`src/rtl/riscv_pkg.sv`:
```
// Shared RV32I core types and constants.
// Holds the fetch FSM encoding and the canonical NOP used by the fetch stage.
package riscv_pkg;

  typedef enum logic [1:0] {
    ST_IDLE  = 2'd0,
    ST_REQ   = 2'd1,
    ST_VALID = 2'd2,
    ST_FAULT = 2'd3
  } fetch_state_e;

  // addi x0, x0, 0
  localparam logic [31:0] NOP_INSTR = 32'h0000_0013;

  function automatic logic is_word_aligned(input logic [31:0] addr);
    return (addr[1:0] == 2'b00);
  endfunction

endpackage

```
`src/rtl/pc_fetch_unit.sv`:
```
// Instruction-fetch stage: owns the architectural PC, fetches over a req/ack
// handshake, presents idata/iaddr to decode and steps the PC on retire.
module pc_fetch_unit
  import riscv_pkg::*;
#(
  parameter logic [31:0] RESET_VECTOR = 32'h0000_0000,
  parameter int          TIMEOUT      = 16
) (
  input  logic        clk,
  input  logic        reset,
  output logic        imem_req,
  output logic [31:0] imem_addr,
  input  logic        imem_ack,
  input  logic [31:0] imem_rdata,
  output logic        instr_valid,
  output logic [31:0] idata,
  output logic [31:0] iaddr,
  input  logic        instr_ready,
  input  logic [31:0] iaddr_val,
  output logic        fetch_fault,
  output logic        misalign_fault,
  output logic [31:0] fault_addr
);

  localparam int                CNT_W    = (TIMEOUT > 2) ? $clog2(TIMEOUT) : 1;
  localparam logic [CNT_W-1:0]  CNT_LAST = CNT_W'(TIMEOUT - 1);

  fetch_state_e     state_q, state_d;
  logic [31:0]      pc_q, pc_d;
  logic [31:0]      idata_q, idata_d;
  logic [CNT_W-1:0] cnt_q, cnt_d;
  logic             req_q, req_d;
  logic             valid_q, valid_d;
  logic             fetch_fault_q, fetch_fault_d;
  logic             misalign_fault_q, misalign_fault_d;
  logic [31:0]      fault_addr_q, fault_addr_d;
  logic             fault_seen;

  assign fault_seen = fetch_fault_q | misalign_fault_q;

  // NOTE: every signal written here gets its hold value first, so no path
  // through the case can leave one unassigned and infer a latch.
  always_comb begin
    state_d          = state_q;
    pc_d             = pc_q;
    idata_d          = idata_q;
    cnt_d            = cnt_q;
    fetch_fault_d    = fetch_fault_q;
    misalign_fault_d = misalign_fault_q;
    fault_addr_d     = fault_addr_q;

    unique case (state_q)
      ST_IDLE: begin
        state_d = ST_REQ;
      end

      ST_REQ: begin
        // An ack on the last allowed cycle still wins over the timeout.
        if (imem_ack) begin
          idata_d = imem_rdata;
          cnt_d   = '0;
          state_d = ST_VALID;
        end else if (cnt_q == CNT_LAST) begin
          state_d       = ST_FAULT;
          fetch_fault_d = 1'b1;
          if (!fault_seen) fault_addr_d = pc_q;
        end else begin
          cnt_d = cnt_q + 1'b1;
        end
      end

      ST_VALID: begin
        if (instr_ready) begin
          if (is_word_aligned(iaddr_val)) begin
            pc_d    = iaddr_val;
            state_d = ST_REQ;
          end else begin
            state_d          = ST_FAULT;
            misalign_fault_d = 1'b1;
            if (!fault_seen) fault_addr_d = iaddr_val;
          end
        end
      end

      ST_FAULT: begin
        state_d = ST_FAULT;
      end

      default: begin
        state_d = ST_IDLE;
      end
    endcase

    req_d   = (state_d == ST_REQ);
    valid_d = (state_d == ST_VALID);
  end

  // NOTE: state registers use non-blocking assignments so every flop samples
  // the pre-edge values regardless of statement order.
  always_ff @(posedge clk) begin
    if (reset) begin
      state_q          <= ST_IDLE;
      pc_q             <= RESET_VECTOR;
      idata_q          <= NOP_INSTR;
      cnt_q            <= '0;
      req_q            <= 1'b0;
      valid_q          <= 1'b0;
      fetch_fault_q    <= 1'b0;
      misalign_fault_q <= 1'b0;
      fault_addr_q     <= 32'h0000_0000;
    end else begin
      state_q          <= state_d;
      pc_q             <= pc_d;
      idata_q          <= idata_d;
      cnt_q            <= cnt_d;
      req_q            <= req_d;
      valid_q          <= valid_d;
      fetch_fault_q    <= fetch_fault_d;
      misalign_fault_q <= misalign_fault_d;
      fault_addr_q     <= fault_addr_d;
    end
  end

  assign imem_req       = req_q;
  assign imem_addr      = pc_q;
  assign instr_valid    = valid_q;
  assign idata          = idata_q;
  assign iaddr          = pc_q;
  assign fetch_fault    = fetch_fault_q;
  assign misalign_fault = misalign_fault_q;
  assign fault_addr     = fault_addr_q;

endmodule

```
`config.mk`:
```
export PLATFORM = sky130hd
export DESIGN_NAME = pc_fetch_unit
export DESIGN_NICKNAME = d
export VERILOG_FILES = /design/src/rtl/riscv_pkg.sv /design/src/rtl/pc_fetch_unit.sv
export SDC_FILE = /design/constraint.sdc
export NUM_CORES = 1
export LEC_CHECK = 0
export ABC_AREA = 1
export CORE_ASPECT_RATIO = 1.25
export CORE_MARGIN = 8
export CORE_UTILIZATION = 43
export CTS_CLUSTER_SIZE = 40
export DETAILED_ROUTE_END_ITERATION = 7
export GPL_ROUTABILITY_DRIVEN = 0
export PLACE_DENSITY = 0.81
export SLEW_MARGIN = 20
export SYNTH_ARGS = -nofsm -noshare
export SYNTH_HDL_FRONTEND = slang
export SYNTH_SLANG_ARGS = --single-unit
```
`constraint.sdc`:
```
create_clock -name clk -period 1.86 [get_ports clk]
set_input_delay 0.372 -clock clk [delete_from_list [all_inputs] [get_ports clk]]
set_output_delay 0.372 -clock clk [all_outputs]
set_load 0.01 [all_outputs]
```
Word-level counts from Yosys, hierarchy flattened
Index checks and enable logic that the tools add are counted.
{ "totals": {"ff_bits": 106, "input_bits": 68} }
{ "op_classes": {"add_sub_neg": 1, "reduce_logical": 9, "eq_ne": 13, "muxes": 14, "n_bitwise": 3} }
{ "ops": {"columns": ["operator", "count"], "rows": [
  ["2-to-1 mux 32 bit", 6],
  ["one-hot mux 32 bit (2 select lines)", 1],
  ["inequality test 2 bit (second input constant)", 7],
  ["AND reduction 3 bit", 3],
  ["2-to-1 mux 2 bit", 4],
  ["2-to-1 mux 4 bit", 2],
  ["one-hot mux 2 bit (4 select lines)", 1],
  ["AND reduction 7 bit", 1],
  ["== test 2 bit (second input constant)", 3],
  ["adder 4 x 1 -> 4 bit (second input constant)", 1],
  ["== test 2 x 1 -> 1 bit (second input constant)", 2],
  ["== test 4 bit (second input constant)", 1],
  ["logical NOT 2 bit", 2],
  ["AND reduction 2 bit", 2],
  ["inverter 1 bit", 2],
  ["nonzero test 2 bit", 1],
  ["bitwise OR 1 bit", 1]
]} }

Longest topological paths before layout
Gate-level depths: netlist of run 1.
{ "depth": {"ltp_word": 5, "mapped_depth": 9, "ltp_nobuf": 8} }

Least setup slack after synthesis of run 1
OpenSTA, ideal clock, no wires.
{ "synth_path": {"path_kind": "register to register", "startpoint": "reg cnt_q[0]", "endpoint": "reg fault_addr_q[24] (netlist: fault_addr[24])", "setup_ps": 113, "period_less_slack_ps": 1332, "required_ps": 1747, "path_slack_ps": 528, "path_stages_with_launch": 8, "arrival_ps": 1219, "cell_sequence": "dfxtp_1 -> ha_1 -> nand3_1 -> o21ai_2 -> buf_2 -> nand3_1 -> nand2_1 -> nor2_1"} }
{ "synth_via": {"elab_chain_len": 3} }
{ "synth_lines": {"columns": ["element", "line", "text"], "rows": [
  ["start: declaration", "pc_fetch_unit.sv:31", "logic [CNT_W-1:0] cnt_q, cnt_d;"],
  ["start signal: assignment", "pc_fetch_unit.sv:115", "cnt_q <= cnt_d;"],
  ["== test 4 bit", "pc_fetch_unit.sv:63", "end else if (cnt_q == CNT_LAST) begin"],
  ["inequality test 2 bit (no source line)", null, null],
  ["AND reduction 7 bit (no source line)", null, null],
  ["end signal: assignment", "pc_fetch_unit.sv:120", "fault_addr_q <= fault_addr_d;"],
  ["end: declaration", "pc_fetch_unit.sv:36", "logic [31:0] fault_addr_q, fault_addr_d;"]
]} }
Every way passes these cells.
A chain may end at the register's enable or synchronous reset.

Worst setup path in the final report of run 1
{ "layout_path": {"startpoint": "reg pc_q[0] (netlist: iaddr[0])", "endpoint": "out iaddr[0]"} }
{ "layout_rtl": {"columns": ["element", "line", "text"], "rows": [
  ["start: declaration", "pc_fetch_unit.sv:29", "logic [31:0] pc_q, pc_d;"],
  ["start signal: assignment", "pc_fetch_unit.sv:113", "pc_q <= pc_d;"],
  ["end: declaration", "pc_fetch_unit.sv:17", "output logic [31:0] iaddr,"]
]} }
No word-level cell between the ends.

==> out/results.txt, run 1 <==
Post-DP Area: 6730 µm²
chip height: 133 µm
CP startpoint kind: register
Post-synth ARST share: 0%
final setup fails: 0
Skew-Pair Late Insertion Delay: 0.34 ns
Non-Filler Instances: 999
CP required: 1.49 ns
Arr. time, crit path: 1.36 ns
top-count cell post-synth: nand2_1
# Max-Cap Violations: 0
CP Cell Sequence: clkdlybuf4s50_1
First-pass DRT Iterations: 4
Max Clk Rate: 576 MHz
DRC viols: 0
crit-path max FO: 4
area of the core: 10900 µm²
Max Slew Vio Count: 0
Synth top area share: 44.8%
vias: 4749
Synth area leader: dfxtp_1
cell area after synthesis: 4740 µm²
status: completed
DP HPWL: 10.7 mm
CTS max path bufs: 2
initial antenna violation count: 0
PortBufs: 199
Clock Skew: 0.00379 ns
TritonCTS clock tree: done
post-synth cell types: 23
# fillers: 953
Cells after Synth: 696
Synth Register Bits: 106
Site Rows: 43
Die W: 110 µm
# nets final: 930
crit path time final: 1.73 ns
Ports: 200
RSZ-0062 raised after global routing: false
P&R area growth vs syn: 48.5%
LEAKAGE: 2.74 nW
cell family with most CP delay: buffers and inverters
Storage cell area: 2120 µm²
number of placed cells counting well taps: 984
first-pass GRT wire length: 22.7 mm
Hold Path Class: in -> reg
Ys Warns: 0
ANT nets after route: 0
Layout Utilization: 64.4%
Antenna Cells: 0
Multi-input gate area: 2000 µm²
CTS Root Cell: clkbuf_16
drt total wl: 14.6 mm
ratio of cells with drive above 1 in the final layout: 6.37%
Post-Syn Nets: 765
fin crit share: 93.3%
worst-margin pin slew: 0.524 ns
largest net degree at the start of global routing: 49
die area: 14600 µm²
vias in the first global route: 4564
largest stage delay on the critical path: 0.61 ns
Most used DFF post-synth: dfxtp_1
Synth top cells by count: 240 x nand2_1, 106 x dfxtp_1, 78 x nor2_1, 73 x nand3_1, 66 x a21oi_1
global-route congestion overflow total: 0
PwrDens: 723 nW/µm²
crit end category: primary output
WP buf/inv: 1
all-layer global routing usage: 19.3%
clk sinks: 106
synth top area cells: dfxtp_1 45%, nand2_1 19%, nand3_1 7.7%, a21oi_1 7.0%, nor2_1 6.2%
critical path's slowest cell: clkdlybuf4s50_1
VDD IR max: 526 µV
Post-synth EDFFs: 0
drt wl/cell: 14.6 µm
Fin. Hold Viols: 0
H-tree depth: 3
WS Path Type: reg -> out
Slew headroom: 65.1%
cell area after layout: 7030 µm²
clock slew at reported path FFs: 0.07 ns
r2r setup slk: 0.24 ns
total setup buffers inserted after CTS: 0
synthesized area per cell: 6.80 µm²
Num CTS Buffers: 9
via/cell ratio: 4.75
Initial Utilization: 43.4%
sequential-to-total area share from yosys stat: 44.8%
starting DRC count in detailed routing: 197
state kept, by name, indices dropped and copies added, names as in the netlist:
signal	flops
misalign_fault	1
instr_valid	1
fetch_fault	1
cnt_q	4
state_q	2
iaddr	32
fault_addr	32
idata	32
imem_req	1
area by class of cell:
class                      count  share of cell area [%]
clock buffer                  11                    3.59
clock inverter                 3                   0.569
inverter                      48                    2.60
multi-input combinational    468                    28.4
sequential                   106                    30.2
tap                          135                    2.40
timing repair buffer         228                    32.2
path summary, 6_finish.rpt:
check | from | end | depth (start not counted)
worst max-delay path | iaddr[0] | iaddr[0] | 1
worst min-delay path | reset | idata[1] | 4
worst max register to register | state_q[0] | fault_addr[25] | 6
worst min register to register | idata[21] | idata[21] | 2
report_power, final:
part           internal, mW  total, mW  switching [mW]
logic                 0.402      0.795           0.393
registers              2.35       2.40          0.0480
clock network          1.10       1.89           0.789
total                  3.85       5.08            1.23
layout by cell type, fill, tap and decap left out, drive strengths merged:
cell             n
clkbuf          11
buf             30
xor2             1
nand2          241
nand3b           1
clkinv          23
a21oi           66
nor2            81
bufinv           1
dfxtp          106
clkdlybuf4s50  198
o21ai            3
ha               1
nand3           74
inv             27
stage by stage:
step	power [mW]	setup slack [ns]	hold WS, ns	TNS [ns]
after detailed placement	3.25	-0.244	0.457	-9.08
after global placement	3.24	-0.141	0.450	-4.30
after floorplan	2.81	0.528	0.460	0
after global routing	5.30	0.0720	0.486	0
final	5.08	0.125	0.455	0
after CTS	5.12	0.0957	0.453	0
kinds of logic (layout without fill, tap and decap cells):
group           Yosys count  count (layout)  synth area share [%]
flops                   106             106                  44.8
buf+inv                 123             290                  13.4
compound gates           69              69                  7.37
simple gates            396             397                  33.9
fa+ha+maj                 1               1                 0.264
xor+xnor                  1               1                 0.185
layer usage:
layer	wire length (µm)	global-route usage, %	share of wire [%]
met5	0	0	0
met4	195	4.36	1.3
met3	1700	8.60	12
met2	7070	33.3	49
met1	5590	20.9	38
what timing repair did:
item | in CTS | in global routing
setup endpoints to repair | 0 | 23
hold buffers | 0 | 0
resized for setup | 0 | 1
Power figures use the tool's default switching activity.
==> run 2: changes to the inputs <==
- CORE_MARGIN: 8 -> not set
==> out/results.txt, run 2 (synthesis results as in run 1) <==
NetSw: 1.26 mW
ratio of cells with drive above 1 in the final layout: 6.03%
CP required: 1.49 ns
cell family with most CP delay: buffers and inverters
Site Rows: 42
largest net degree at the start of global routing: 35
RSZ-0062 raised after global routing: false
WP buf/inv: 1
hold_buf cts: 0
Fin. Hold Viols: 0
vias in the first global route: 4488
r2r setup slk: 0.24 ns
die area: 11400 µm²
TritonCTS clock tree: done
# nets final: 927
Final WS setup: 0.0500 ns
# fillers: 917
VDD IR max: 465 µV
status: completed
crit-path max FO: 4
final setup fails: 0
First-pass DRT Iterations: 5
P&R area growth vs syn: 48.2%
DP HPWL: 9.31 mm
Skew-Pair Late Insertion Delay: 0.34 ns
Max Slew Vio Count: 0
commonest cells after routing, fill and taps aside: 240 x nand2_1, 198 x clkdlybuf4s50_1, 106 x dfxtp_1
starting DRC count in detailed routing: 170
Reg-to-Reg Start: state_q[0]
Metal-1 WL: 5.31 mm
Clock power frac: 38.4%
LEAKAGE: 2.73 nW
CTS Root Cell: clkbuf_16
CP startpoint kind: register
crit path time final: 1.81 ns
H-tree depth: 3
drt total wl: 13.2 mm
Initial Utilization: 44.4%
worst-margin pin slew: 0.472 ns
PwrDens: 737 nW/µm²
clk sinks: 106
routed length on met3: 1.23 mm
ANT nets after route: 0
crit end category: primary output
Min-Delay Path Depth: 2
DRC viols: 0
Worst path depth: 1
clock slew at reported path FFs: 0.07 ns
initial antenna violation count: 0
Clock Skew: 0.0101 ns
WS Path Type: reg -> out
Combinational Power Share: 15.2%
via/cell ratio: 4.85
global-route congestion overflow total: 0
hold path endpoint: idata[31]
Num CTS Buffers: 9
TNS Setup: 0 ns
CP Cell Sequence: clkdlybuf4s50_1
Hold Path Class: reg -> reg
fin crit share: 97.3%
cells on worst reg2reg path: 6
top layer reached by signal wires: met4
Max Clk Rate: 552 MHz
drt wl/cell: 13.3 µm
r2r endpoint: fault_addr[25]
largest stage delay on the critical path: 0.60 ns
internal power: 3.91 mW
all-layer global routing usage: 23.5%
CTS max path bufs: 2
area of the core: 10700 µm²
PortBufs: 199
Antenna Cells: 0
first-pass GRT wire length: 20.8 mm
Arr. time, crit path: 1.44 ns
Sw Share: 24.4%
DP Worst Slack: -0.222 ns
Ports: 200
vias: 4826
most common cell after layout, fill and taps aside: nand2_1
WL met2: 6.47 mm
# Max-Cap Violations: 0
Hold Path Origin: idata[31]
Slew headroom: 68.4%
Flop pwr share: 46.4%
critical path's slowest cell: clkdlybuf4s50_1
Die W: 95.9 µm
chip height: 119 µm
==> run 2: cell types whose count changed in the layout (fill, tap and decap cells not counted) <==
cell and delta:
clkbuf_1 +1, clkinv_4 +1, buf_4 -3, dfxtp_2 -1, dfxtp_1 +1, clkinvlp_4 +1, clkinv_2 -2, o21ai_2 +1
o21ai_4 -1, clkbuf_8 +1
==> run 2: per-layer routing <==
metal	GRT usage, %	vias up
li1	-	2455
met1	26.6	2171
met2	40.0	189
met3	8.43	11
met4	8.21	0
met5	0	-
==> run 2: area by class of cell <==
type,instances,area [µm²],share of cell area [%]
inverter,48,183,2.60
clock buffer,13,270,3.85
tap,132,165,2.35
multi-input combinational,468,1990,28.3
sequential,106,2120,30.2
timing repair buffer,225,2240,32.0
clock inverter,3,46.3,0.659
==> run 2: worst max-delay path by stage <==
| stage | from | endpoint |
|---|---|---|
| after floorplan | cnt_q[0] | fault_addr[24] |
| after global placement | iaddr_val[0] | fault_addr[19] |
| after detailed placement | iaddr_val[0] | fault_addr[21] |
| after CTS | iaddr[29] | imem_addr[29] |
| after global routing | iaddr[29] | imem_addr[29] |
| final | iaddr[29] | imem_addr[29] |
==> run 2: timing repair <==
| action | CTS | global route |
|---|---|---|
| endpoints found under the setup margin | 0 | 32 |
| gates resized for setup | 0 | 1 |
| buffers inserted | 0 | 0 |
==> run 2: power by group through the flow <==
stage	clock, mW	sequential [mW]	combinational, mW
4_1_cts	2.02	2.40	0.785
3_5_place_dp	0	2.45	0.782
6_report	1.99	2.40	0.785
3_3_place_gp	0	2.45	0.775
2_1_floorplan	0	2.48	0.334
5_1_grt	2.14	2.41	0.869
==> run 2: per-stage QoR <==
step	power, mW	area [µm²]	hold WS [ns]	util (%)	instances
floorplan	2.81	4740	0.460	-	696
global placement	3.23	6690	0.450	62.7	978
detailed placement	3.24	6690	0.455	62.7	978
CTS	5.21	7010	0.464	65.7	994
global route	5.42	7020	0.489	65.8	995
finish	5.17	7020	0.462	65.8	995
==> run 3: changes to the inputs <==
- CORE_UTILIZATION: 43 -> 50
- DONT_BUFFER_PORTS: not set -> 1
- PLACE_DENSITY: 0.81 -> not set
==> out/results.txt, run 3 (synthesis results as in run 1) <==
status: completed
CP startpoint kind: register
crit end category: register
chip height: 111 µm
crit-path max FO: 32
initial antenna violation count: 0
Antenna Cells: 0
starting DRC count in detailed routing: 193
ratio of cells with drive above 1 in the final layout: 5.24%
die area: 9870 µm²
global-route congestion overflow total: 0
P&R area growth vs syn: 1.45%
PwrDens: 947 nW/µm²
vias: 3955
total setup buffers inserted after CTS: 0
Max Clk Rate: 649 MHz
largest net degree at the start of global routing: 69
# nets final: 713
crit path time final: 1.54 ns
Hold Path Class: in -> reg
Site Rows: 39
CP required: 2.13 ns
CP dominant cell by count: nand2_1
TritonCTS clock tree: done
Slew headroom: 61.0%
clk sinks: 106
cell family with most CP delay: buffers and inverters
TNS Setup: 0 ns
Sw Share: 24.9%
PostCTS Resize Cnt: 0
largest stage delay on the critical path: 0.44 ns
NetSw: 1.13 mW
worst-margin pin slew: 0.584 ns
Clock Skew: 0.00437 ns
Ports: 200
hold_buf cts: 0
Die W: 89.0 µm
RSZ-0062 raised after global routing: false
CTS max path bufs: 2
PortBufs: 0
via/cell ratio: 5.12
clock slew at reported path FFs: 0.07 ns
DP HPWL: 7.40 mm
critical path's slowest cell: dfxtp_1
Arr. time, crit path: 1.81 ns
most common cell after layout, fill and taps aside: nand2_1
Clock power frac: 38.1%
VDD IR max: 498 µV
Combinational Power Share: 8.0%
Initial Utilization: 51.6%
LEAKAGE: 1.91 nW
CP Cell Sequence: inv_4 -> nor2_1 -> nand2_1 -> inv_2 -> nand2_1 -> a21oi_1
# Max-Cap Violations: 0
Max Slew Vio Count: 0
number of placed cells counting well taps: 756
all-layer global routing usage: 22.9%
WS Path Type: reg -> reg
# fillers: 992
Skew-Pair Late Insertion Delay: 0.34 ns
DRC viols: 0
fin crit share: 82.8%
area of the core: 9170 µm²
Num CTS Buffers: 9
commonest cells after routing, fill and taps aside: 240 x nand2_1, 106 x dfxtp_1, 78 x nor2_1
Flop pwr share: 53.8%
CTS Root Cell: clkbuf_16
vias in the first global route: 3637
drt total wl: 11.0 mm
Post-DP Area: 4540 µm²
Non-Filler Instances: 772
ANT nets after route: 0
drt wl/cell: 14.2 µm
cell area after layout: 4800 µm²
final setup fails: 0
WP buf/inv: 2
H-tree depth: 3
First-pass DRT Iterations: 5
internal power: 3.42 mW
first-pass GRT wire length: 17.6 mm
Fin. Hold Viols: 0
==> run 3: per-layer routing <==
| layer | track usage [%] | routed length [µm] | share of wire [%] | vias up |
|---|---|---|---|---|
| li1 | - | - | - | 2024 |
| met1 | 26.5 | 4390 | 40 | 1771 |
| met2 | 38.1 | 5220 | 48 | 146 |
| met3 | 8.19 | 1170 | 11 | 14 |
| met4 | 8.78 | 178 | 1.6 | 0 |
| met5 | 0 | 0 | 0 | - |
==> run 3: per-stage QoR <==
stage	total power, mW	hold WS [ns]	setup WS [ns]	util (%)
after floorplan	2.81	0.460	0.528	-
final	4.55	0.0921	0.320	52.4
after global placement	2.87	0.446	0.374	49.5
after CTS	4.61	0.0813	0.303	52.4
after detailed placement	2.87	0.448	0.324	49.5
after global routing	4.77	0.0781	0.115	52.4
==> run 3: cell type report <==
type	instances	area [µm²]	area share [%]
Sequential cell	106	2120	44.2
Multi-Input combinational cell	467	1980	41.2
Clock buffer	13	250	5.21
Inverter	48	183	3.80
Tap cell	123	154	3.20
Timing Repair Buffer	12	103	2.14
Clock inverter	3	15.0	0.312
==> run 3: worst paths after layout <==
path	from	slack [ns]	to	cells after the start
min reg2reg	cnt_q[1]	0.48	cnt_q[1]	2
max	state_q[1]	0.32	iaddr[11]	6
min	reset	0.09	idata[27]	1
max reg2reg	state_q[1]	0.32	iaddr[11]	6
==> run 3: power by group through the flow <==
stage / combinational [mW] / sequential, mW / clock, mW
3_5_place_dp: 0.370 / 2.50 / 0
3_3_place_gp: 0.363 / 2.50 / 0
5_1_grt: 0.421 / 2.46 / 1.88
2_1_floorplan: 0.334 / 2.48 / 0
6_report: 0.366 / 2.45 / 1.74
4_1_cts: 0.371 / 2.45 / 1.79
